===== src/rtl/pcs_tx_147_if.sv =====
// Transmit-side bus of the PCS transmitter: symbol strobe, MII inputs,
// command input and the registered symbol/status outputs.
interface pcs_tx_147_if;
    logic       tx_std;
    logic       link_control;
    logic       TX_EN;
    logic       TX_ER;
    logic [3:0] TXD;
    logic [1:0] tx_cmd;
    logic [4:0] tx_sym;
    logic       transmitting;
    logic [2:0] tx_state;

    // Source of the MII/command inputs, consumer of the symbol stream
    modport master (
        output tx_std, link_control, TX_EN, TX_ER, TXD, tx_cmd,
        input  tx_sym, transmitting, tx_state
    );

    // The PCS transmitter itself
    modport slave (
        input  tx_std, link_control, TX_EN, TX_ER, TXD, tx_cmd,
        output tx_sym, transmitting, tx_state
    );
endinterface


===== src/rtl/pcs_tx_147.sv =====
// PCS transmitter: turns MII frames and idle-time commands into a stream of
// 5-bit line symbols, one symbol per tx_std strobe.
module pcs_tx_147 #(
    parameter int N_SYNC = 2
) (
    input  logic         clk,
    input  logic         pcs_reset,
    pcs_tx_147_if.slave  bus
);
    localparam logic [4:0] SYM_SILENCE = 5'b11111;
    localparam logic [4:0] SYM_SYNC    = 5'b11000;
    localparam logic [4:0] SYM_SSD     = 5'b10001;
    localparam logic [4:0] SYM_ESD     = 5'b01101;
    localparam logic [4:0] SYM_ESDOK   = 5'b00111;
    localparam logic [4:0] SYM_ESDERR  = 5'b00100;
    localparam logic [4:0] SYM_BEACON  = 5'b01000;
    localparam logic [4:0] SYM_HB      = 5'b00110;
    localparam logic [4:0] SYM_ERR     = 5'b00100;

    localparam logic [1:0] CMD_NONE   = 2'd0;
    localparam logic [1:0] CMD_COMMIT = 2'd1;
    localparam logic [1:0] CMD_BEACON = 2'd2;

    // precnt values at which the preamble switches to SSD and then to data
    localparam logic [3:0] PRE_SSD  = 4'(N_SYNC);
    localparam logic [3:0] PRE_LAST = 4'(N_SYNC + 1);

    typedef enum logic [2:0] {
        ST_IDLE     = 3'd0,
        ST_PRE      = 3'd1,
        ST_DATA     = 3'd2,
        ST_ESD      = 3'd3,
        ST_ESD_STAT = 3'd4,
        ST_CMD      = 3'd5
    } state_t;

    // Standard 4B/5B data code group
    function automatic logic [4:0] enc_4b5b(input logic [3:0] nib);
        logic [4:0] code;
        case (nib)
            4'h0:    code = 5'b11110;
            4'h1:    code = 5'b01001;
            4'h2:    code = 5'b10100;
            4'h3:    code = 5'b10101;
            4'h4:    code = 5'b01010;
            4'h5:    code = 5'b01011;
            4'h6:    code = 5'b01110;
            4'h7:    code = 5'b01111;
            4'h8:    code = 5'b10010;
            4'h9:    code = 5'b10011;
            4'hA:    code = 5'b10110;
            4'hB:    code = 5'b10111;
            4'hC:    code = 5'b11010;
            4'hD:    code = 5'b11011;
            4'hE:    code = 5'b11100;
            4'hF:    code = 5'b11101;
            default: code = SYM_SILENCE;
        endcase
        return code;
    endfunction

    // Line symbol for a non-NONE command
    function automatic logic [4:0] cmd_sym(input logic [1:0] cmd);
        logic [4:0] code;
        case (cmd)
            CMD_COMMIT: code = SYM_SYNC;
            CMD_BEACON: code = SYM_BEACON;
            default:    code = SYM_HB;
        endcase
        return code;
    endfunction

    state_t     state_r, state_s;
    logic [3:0] precnt_r, precnt_s;
    logic       err_seen_r, err_seen_s;
    logic [4:0] sym_r, sym_s;
    logic       trans_r, trans_s;

    // Next state, preamble counter, error flag and symbol; only a strobe moves anything
    always_comb begin
        state_s    = state_r;
        precnt_s   = precnt_r;
        err_seen_s = err_seen_r;
        sym_s      = sym_r;
        if (bus.tx_std) begin
            if (bus.link_control) begin
                state_s = ST_IDLE;
                sym_s   = SYM_SILENCE;
            end else begin
                case (state_r)
                    ST_IDLE, ST_CMD: begin
                        if (bus.TX_EN) begin
                            // frame start wins over any pending command
                            sym_s      = SYM_SYNC;
                            precnt_s   = 4'd1;
                            err_seen_s = 1'b0;
                            state_s    = ST_PRE;
                        end else if (bus.tx_cmd != CMD_NONE) begin
                            sym_s   = cmd_sym(bus.tx_cmd);
                            state_s = ST_CMD;
                        end else begin
                            sym_s   = SYM_SILENCE;
                            state_s = ST_IDLE;
                        end
                    end
                    ST_PRE: begin
                        if (!bus.TX_EN) begin
                            sym_s   = SYM_ESD;
                            state_s = ST_ESD;
                        end else begin
                            // TXD is deliberately ignored: preamble nibbles are replaced
                            if (precnt_r < PRE_SSD) begin
                                sym_s = SYM_SYNC;
                            end else begin
                                sym_s = SYM_SSD;
                            end
                            if (precnt_r >= PRE_LAST) begin
                                state_s = ST_DATA;
                            end else begin
                                state_s = ST_PRE;
                            end
                            precnt_s = (precnt_r == 4'hF) ? precnt_r : precnt_r + 4'd1;
                        end
                    end
                    ST_DATA: begin
                        if (!bus.TX_EN) begin
                            sym_s   = SYM_ESD;
                            state_s = ST_ESD;
                        end else if (bus.TX_ER) begin
                            sym_s      = SYM_ERR;
                            err_seen_s = 1'b1;
                        end else begin
                            sym_s = enc_4b5b(bus.TXD);
                        end
                    end
                    ST_ESD: begin
                        sym_s   = err_seen_r ? SYM_ESDERR : SYM_ESDOK;
                        state_s = ST_ESD_STAT;
                    end
                    ST_ESD_STAT: begin
                        sym_s   = SYM_SILENCE;
                        state_s = ST_IDLE;
                    end
                    default: begin
                        sym_s   = SYM_SILENCE;
                        state_s = ST_IDLE;
                    end
                endcase
            end
        end else begin
            state_s = state_r;
        end
        trans_s = (state_s != ST_IDLE);
    end

    // State and registered outputs; reset drops any frame in flight at once
    always_ff @(posedge clk or posedge pcs_reset) begin
        if (pcs_reset) begin
            state_r    <= ST_IDLE;
            precnt_r   <= 4'd0;
            err_seen_r <= 1'b0;
            sym_r      <= SYM_SILENCE;
            trans_r    <= 1'b0;
        end else begin
            state_r    <= state_s;
            precnt_r   <= precnt_s;
            err_seen_r <= err_seen_s;
            sym_r      <= sym_s;
            trans_r    <= trans_s;
        end
    end

    assign bus.tx_sym       = sym_r;
    assign bus.transmitting = trans_r;
    assign bus.tx_state     = state_r;
endmodule

===== src/flat_wrapper.sv =====
// flat-port wrapper written by rule: the top's interface ports become plain ports
module pcs_tx_147_flat 
#(
    parameter int N_SYNC = 2
)
  (clk, pcs_reset, bus_tx_std, bus_link_control, bus_TX_EN, bus_TX_ER, bus_TXD, bus_tx_cmd, bus_tx_sym, bus_transmitting, bus_tx_state);
  pcs_tx_147_if bus_i ();
  input  logic clk;
  input  logic pcs_reset;
  input wire logic [$bits(bus_i.tx_std)-1:0] bus_tx_std;
  input wire logic [$bits(bus_i.link_control)-1:0] bus_link_control;
  input wire logic [$bits(bus_i.TX_EN)-1:0] bus_TX_EN;
  input wire logic [$bits(bus_i.TX_ER)-1:0] bus_TX_ER;
  input wire logic [$bits(bus_i.TXD)-1:0] bus_TXD;
  input wire logic [$bits(bus_i.tx_cmd)-1:0] bus_tx_cmd;
  output wire logic [$bits(bus_i.tx_sym)-1:0] bus_tx_sym;
  output wire logic [$bits(bus_i.transmitting)-1:0] bus_transmitting;
  output wire logic [$bits(bus_i.tx_state)-1:0] bus_tx_state;
  assign bus_i.tx_std = bus_tx_std;
  assign bus_i.link_control = bus_link_control;
  assign bus_i.TX_EN = bus_TX_EN;
  assign bus_i.TX_ER = bus_TX_ER;
  assign bus_i.TXD = bus_TXD;
  assign bus_i.tx_cmd = bus_tx_cmd;
  assign bus_tx_sym = bus_i.tx_sym;
  assign bus_transmitting = bus_i.transmitting;
  assign bus_tx_state = bus_i.tx_state;
  pcs_tx_147 #(.N_SYNC(N_SYNC)) u_core (.clk(clk), .pcs_reset(pcs_reset), .bus(bus_i));
endmodule

===== config.mk =====
export PLATFORM = sky130hd
export DESIGN_NAME = pcs_tx_147_flat
export DESIGN_NICKNAME = d
export VERILOG_FILES = /design/src/rtl/pcs_tx_147_if.sv /design/src/rtl/pcs_tx_147.sv /design/src/flat_wrapper.sv
export SDC_FILE = /design/constraint.sdc
export NUM_CORES = 1
export LEC_CHECK = 0
export ABC_AREA = 0
export CORE_MARGIN = 4
export CORE_UTILIZATION = 45
export DETAILED_ROUTE_END_ITERATION = 12
export PLACE_DENSITY = 0.73
export SYNTH_ARGS = -nofsm -noshare
export SYNTH_HDL_FRONTEND = slang
export SYNTH_SLANG_ARGS = --single-unit

===== constraint.sdc =====
create_clock -name clk -period 1.7 [get_ports clk]
set_input_delay 0.34 -clock clk [delete_from_list [all_inputs] [get_ports clk]]
set_output_delay 0.34 -clock clk [all_outputs]
set_load 0.02 [all_outputs]

Word level (Yosys, flattened, before mapping). Memory sizes are Yosys's and may differ from the RTL's. Cells that the tools add are included.

Bitwise logic cells: 1. Equal/unequal tests: 12. Muxes and demuxes: 26. Reductions and logical operators: 8. Add/sub/neg operators: 1. $lt $le $gt $ge: 2.

Operator list (number): two-way mux 5 bit (6); one-hot mux 5 bit (4 select lines) (1); two-way mux 3 bit (6); two-way mux 4 bit (4); one-hot mux 3 bit (4 select lines) (1); AND reduction 6 bit (2); inequality test 2 bit (second input constant) (5); one-hot mux 5 bit (2 select lines) (1); one-hot mux 4 bit (2 select lines) (1); equality test 3 x 2 -> 1 bit (second input constant) (2); nonzero test 2 bit (3); adder 4 x 1 -> 4 bit (second input constant) (1); equality test 4 bit (second input constant) (1); >= comparator 4 x 2 -> 1 bit (second input constant) (1); < comparator 4 x 2 -> 1 bit (second input constant) (1); two-way mux 2 bit (2); equality test 3 x 1 -> 1 bit (second input constant) (1); equality test 3 bit (second input constant) (1); zero test 3 bit (1); two-way mux 1 bit (3); nonzero test 3 bit (1); equality test 2 x 1 -> 1 bit (second input constant) (1); equality test 2 bit (second input constant) (1); one-hot mux 1 bit (2 select lines) (1); 2 further kinds (2).

Input port bits: 12. ROM bits: 80. Output and inout bits: 9. Bits in registers: 14. Memories: 1. Word-level logic and storage cells: 56.

Memories: (no name shown) (depth 16, bits a word 5, rd ports 1, clocked after Yosys merged registers in 0, write ports 0, RTL line pcs_tx_147.sv:40) `case (nib)`.

Longest topological paths before layout.
Depth in word-level cells: 7. Gate-level depth with buffers: 6. Gate-level depth less buffers: 6.

Least setup slack after synthesis. OpenSTA, ideal clock, no wires.

Path type: register to register. Start point: register u_core.state_r[2], in the netlist u_core.bus.tx_state[2]. End point: register u_core.precnt_r[3]. Period minus slack after synthesis: 1815 ps. Data required time: 1623 ps. Data arrival time: 1738 ps. Library setup time: 77 ps. Path buffers: 1. Cell stages (with the launch flop): 6. Path slack: -115 ps. Cells stage by stage: dfrtp_1 nor2b_4 or4_1 buf_2 or3_1 a21oi_1.

Word-level cells in the longest chain between the ends: 4. Elaborated cells between the ends (all ways): 10. Those cells by class: 5 x eq/ne; 1 x mux; 4 x reduce/logical.

RTL lines: start: declaration (RTL line pcs_tx_147.sv:73) `state_t state_r, state_s;`; start signal: assignment (RTL line pcs_tx_147.sv:165) `state_r <= state_s;`; equality test 3 bit / zero test 3 bit (equally long branches) (RTL line pcs_tx_147.sv:90) `case (state_r)`; OR reduction 2 bit (RTL line pcs_tx_147.sv:90); inequality test 2 bit (no source line) / nonzero test 2 bit (equally long branches); AND reduction 6 bit (no source line); end signal: assignment (RTL line pcs_tx_147.sv:166) `precnt_r <= precnt_s;`; end: declaration (RTL line pcs_tx_147.sv:74) `logic [3:0] precnt_r, precnt_s;`.

Several ways; a longest one is shown, not always the timed one. A chain may end at the register's enable or synchronous reset.

Worst setup path after layout.
Start point: register u_core.precnt_r[0]. End point: register u_core.trans_r, in the netlist u_core.bus.transmitting.

Word-level cells in the longest chain between the ends: 7.

RTL lines: >= comparator 4 x 2 -> 1 bit (RTL line pcs_tx_147.sv:117) `if (precnt_r >= PRE_LAST) begin`; two-way mux 2 bit (RTL line pcs_tx_147.sv:117); two-way mux 3 bit (RTL line pcs_tx_147.sv:107) `if (!bus.TX_EN) begin`; one-hot mux 3 bit (4 select lines) (RTL line pcs_tx_147.sv:90); two-way mux 3 bit (RTL line pcs_tx_147.sv:86) `if (bus.link_control) begin`; two-way mux 3 bit (RTL line pcs_tx_147.sv:85) `if (bus.tx_std) begin`; via u_core.state_s[1] (RTL line pcs_tx_147.sv:73); nonzero test 3 bit (RTL line pcs_tx_147.sv:153) `trans_s = (state_s != ST_IDLE);`; via u_core.trans_s (RTL line pcs_tx_147.sv:77) `logic trans_r, trans_s;`; end signal: assignment (RTL line pcs_tx_147.sv:169) `trans_r <= trans_s;`; end: declaration (RTL line pcs_tx_147.sv:77).

The timed path passes the listed nets, and every way through them passes these cells.

==> results by group <==
Die
  • Die Height: 55.8 µm
  • Number of core rows: 17
  • Die Wd: about 56 µm
  • Num ports: 21
  • Starting utilization of the core area: 46.8%
  • CORE AREA: about 0.0022 mm²
  • Total Die Area: 0.00311 mm²

Final layout
  • Antenna fix cells: 0
  • Fill cells: roughly 190
  • Fraction of final layout cells with drive strength greater than 1: about a third
  • Nets: between 150 and 200
  • Area growth from synthesis to layout: 46.1%
  • Final cell area excluding filler cells: approximately 0.0015 mm²

Flow run
  • Number of violations of the max-capacitance limit: 0

Power and ir drop
  • Sw Share: 41.5%
  • VDD IR-drop max: 0.909 mV
  • Cell Int Power: 1.20 mW
  • Leakage dissipation: ~0.66 nW
  • PD cells: 1370 mW/mm²
  • Proportion of power drawn by flip-flops and latches: approximately 28%
  • Power spent charging and discharging nets: 853 µW
  • Relative contribution of the clock network to total power: roughly 11%
  • Relative contribution of combinational cells to total power: about three fifths
  • Total power of the final layout: just over 2 mW

Critical path
  • Critical path type: flip-flop to flip-flop
  • Kind of launch point of the worst setup path: flip-flop
  • Maximum net fanout on the critical path: 2
  • Delay of the slowest critical-path stage: roughly 0.40 ns
  • Endpoint type of the worst setup path: flip-flop
  • WP data required: approximately 1.9 ns
  • Worst endpoint data arrival time: 1.86 ns
  • Cell Chain, Critical Path: ha_2, or3_4, o2111a_1, a211o_1, nand4b_1
  • Critical Path Slowest Stage Cell: sky130_fd_sc_hd__dfrtp_1

Global route
  • Routing usage on met3: under 10%
  • Most Used Layer, Global Route: met2
  • Vias in the first global route: 1075
  • Global-route wire length before repair: roughly 4.8 mm
  • Met1 demand-to-capacity share in global routing: between 20% and 30%
  • Antenna violations before repair: 0
  • Overall overflow remaining after global route: 0
  • Overall track demand over capacity in global routing: between 10% and 20%
  • Met2 Usage GRT: between 30% and 40%
  • Largest net degree at the start of global routing: 17

Clocking
  • CTS H-tree lvls: 1
  • Clk Tree Root Cell: sky130_fd_sc_hd__clkbuf_4
  • Buffers from clock root to sink, at most: 2
  • TritonCTS clock tree: built
  • Post-CTS Hold Buffers: 0
  • Register clock-pin slew on the reported worst setup and hold paths: 0.08 ns
  • Sink count of the clock tree: 14
  • Insertion delay to the later sink of the worst-skew pair: ~0.28 ns
  • Cts bufs inserted: 3

Status
  • Failing checks: negative setup slack
  • Status: finished, violations left

Place
  • DP HPWL: around 2.2 mm
  • Routability congestion estimate: between 0.8 and 0.9
  • Worst-case setup slack after placement: -0.448 ns
  • Port bufs: 20
  • Post-DP Area: between 0.001 and 0.0015 mm²

Routing
  • Iter 0 DRT Violations: 24
  • DRC violation count after routing: 0
  • Detailed-route via count: about 1100
  • Vias per cell: approximately 5.5
  • Detail Route Antenna Nets: 0
  • First-pass iteration count of the detailed router: 4
  • Routed Wire Length: ~2.8 mm
  • Routed len/inst: between 10 and 15 µm

Synth
  • Post-synthesis instance total: ~130
  • Fraction of registers with async set/reset: 100%
  • Share of the synthesized area in the top cell type: a little over a fifth
  • Synthesized net count: 142
  • Most used flip-flop cell after synthesis: sky130_fd_sc_hd__dfrtp_1
  • Number of warnings printed during yosys synthesis: 0
  • Sequential fraction of the synthesis area: about a third
  • Flops & latches, synth: 14
  • Leading area contributor after synthesis: sky130_fd_sc_hd__dfrtp_1
  • Number of enable-type register cells in the synthesized netlist: 0
  • Synth Cell Area: around 0.0010 mm²
  • Count of cell types in the netlist: approximately 40
  • Mean instance size in the synthesized netlist: 8.14 µm²
  • Leading post-synthesis cells by cell area: sky130_fd_sc_hd__dfrtp_1 (22%), sky130_fd_sc_hd__dfstp_2 (13%), sky130_fd_sc_hd__nor2_1 (5.5%), sky130_fd_sc_hd__ha_1 (4.9%), sky130_fd_sc_hd__a21oi_1 (4.4%)

Timing
  • Finish-stage setup viols: 1
  • Final number of hold-violating endpoints: 0
  • Highest attainable clock frequency: ~600 MHz
  • Crit share post-route: 100%
  • Minimum clock period: approximately 1.7 ns
  • Number of pins exceeding their max-slew limit in the final report: 0
  • Worst path setup slack after routing: -0.00534 ns
  • Clock skew after layout: about 0.0023 ns
  • Setup repair after global routing missed its margin: yes
  • Worst Hold Slack: 0.381 ns
  • Worst-margin pin slew: ~0.51 ns
  • Worst-case headroom to the max-slew limit: around two thirds

Min path
  • Type of the worst min-delay path: input port to asynchronous set/reset pin
## cell type report
class / instances / area [µm²] / share of cell area [%]
Multi-Input combinational cell: 96 / 667 / 44.5
Timing Repair Buffer: 44 / 369 / 24.6
Sequential cell: 14 / 358 / 23.9
Clock buffer: 4 / 36.3 / 2.42
Tap cell: 28 / 35.0 / 2.34
Inverter: 9 / 33.8 / 2.25
## final timing paths
path	from	end	slack (ns)	cells past startpoint
worst max-delay path	u_core.precnt_r[0]	u_core.bus.transmitting	-0.005	5
worst min-delay path	pcs_reset	u_core.bus.tx_state[1]	0.38	2
worst max register to register	u_core.precnt_r[0]	u_core.bus.transmitting	-0.005	5
worst min register to register	u_core.bus.tx_sym[3]	u_core.bus.tx_sym[3]	0.50	2
max in group asynchronous	pcs_reset	u_core.bus.tx_state[2]	0.96	2
min in group clk	u_core.bus.tx_sym[3]	u_core.bus.tx_sym[3]	0.50	2
## power by group through the flow
stage,Clock (mW),Sequential (mW),Combinational (mW)
3_5_place_dp,0,0.580,1.20
6_report,0.234,0.573,1.25
3_3_place_gp,0,0.571,1.17
4_1_cts,0.239,0.571,1.21
5_1_grt,0.259,0.590,1.35
2_1_floorplan,0,0.714,0.536
## stage by stage
step                      util [%]  TNS (ns)  cells
final                         68.4  -0.00534    195
after CTS                     67.0   -0.0202    194
after floorplan                  -   -0.0674    126
after global routing          68.4    -0.123    195
after global placement        64.3     -3.66    190
after detailed placement      64.3     -3.86    190
## sequential cells by signal (all words and copies together) (netlist names)
register                 count
u_core.bus.tx_state          3
u_core.bus.transmitting      1
u_core.precnt_r              4
u_core.bus.tx_sym            5
u_core.err_seen_r            1
## cell families after synthesis
| kind of cell | share of synthesized area (%) |
|---|---|
| compound gates | 26.3 |
| simple gates | 27.9 |
| fa+ha+maj | 4.88 |
| buf+inv | 6.10 |
| flops | 34.8 |
## critical path: cells and delay by family, from the launching register on
family	cells	cell delay, ns
flip-flops	1	0.40
AO/OA/AOI/OAI	2	0.50
adder cells (fa/ha/maj)	1	0.18
AND/OR/NAND/NOR	2	0.50
## what timing repair did
item	4_1_cts	5_1_grt
pin swaps	4	2
setup buffers	0	1
resized for setup	23	6
setup endpoints to repair	17	8
## Yosys cell counts, drive strengths merged (3+ instances only)
cell type,number
nor2,15
a21oi,9
dfrtp,9
inv,9
o21ai,8
nand2,6
clkbuf,5
dfstp,5
nand2b,5
a31oi,4
ha,4
nor2b,4
o31ai,4
or4,4
nand3,3
nor3,3
## routing by layer
layer  share of wire [%]  routed length (µm)  up-vias
met1                  45                1280      510
met3                 3.2                  90        4
met4                 1.1                  31        0
li1                    -                   -      542
met5                   0                   0        -
met2                  51                1440       22
## layout by cell type (no fill, tap or decap), types with 3 or more instances in the layout
cell type,instances
sky130_fd_sc_hd__nor3_1,3
sky130_fd_sc_hd__nor2_1,14
sky130_fd_sc_hd__dlygate4sd2_1,12
sky130_fd_sc_hd__nand2_1,6
sky130_fd_sc_hd__clkdlybuf4s50_1,7
sky130_fd_sc_hd__nand3_1,3
sky130_fd_sc_hd__nand2b_1,4
sky130_fd_sc_hd__a21oi_1,8
sky130_fd_sc_hd__or4_4,3
sky130_fd_sc_hd__nor2b_1,3
sky130_fd_sc_hd__dfrtp_1,8
sky130_fd_sc_hd__inv_1,7
sky130_fd_sc_hd__buf_4,23
sky130_fd_sc_hd__o21ai_0,6
sky130_fd_sc_hd__ha_1,3
sky130_fd_sc_hd__dfstp_2,5
sky130_fd_sc_hd__clkbuf_4,3
sky130_fd_sc_hd__o31ai_1,3
sky130_fd_sc_hd__a31oi_1,4
Power figures use the tool's default switching activity.
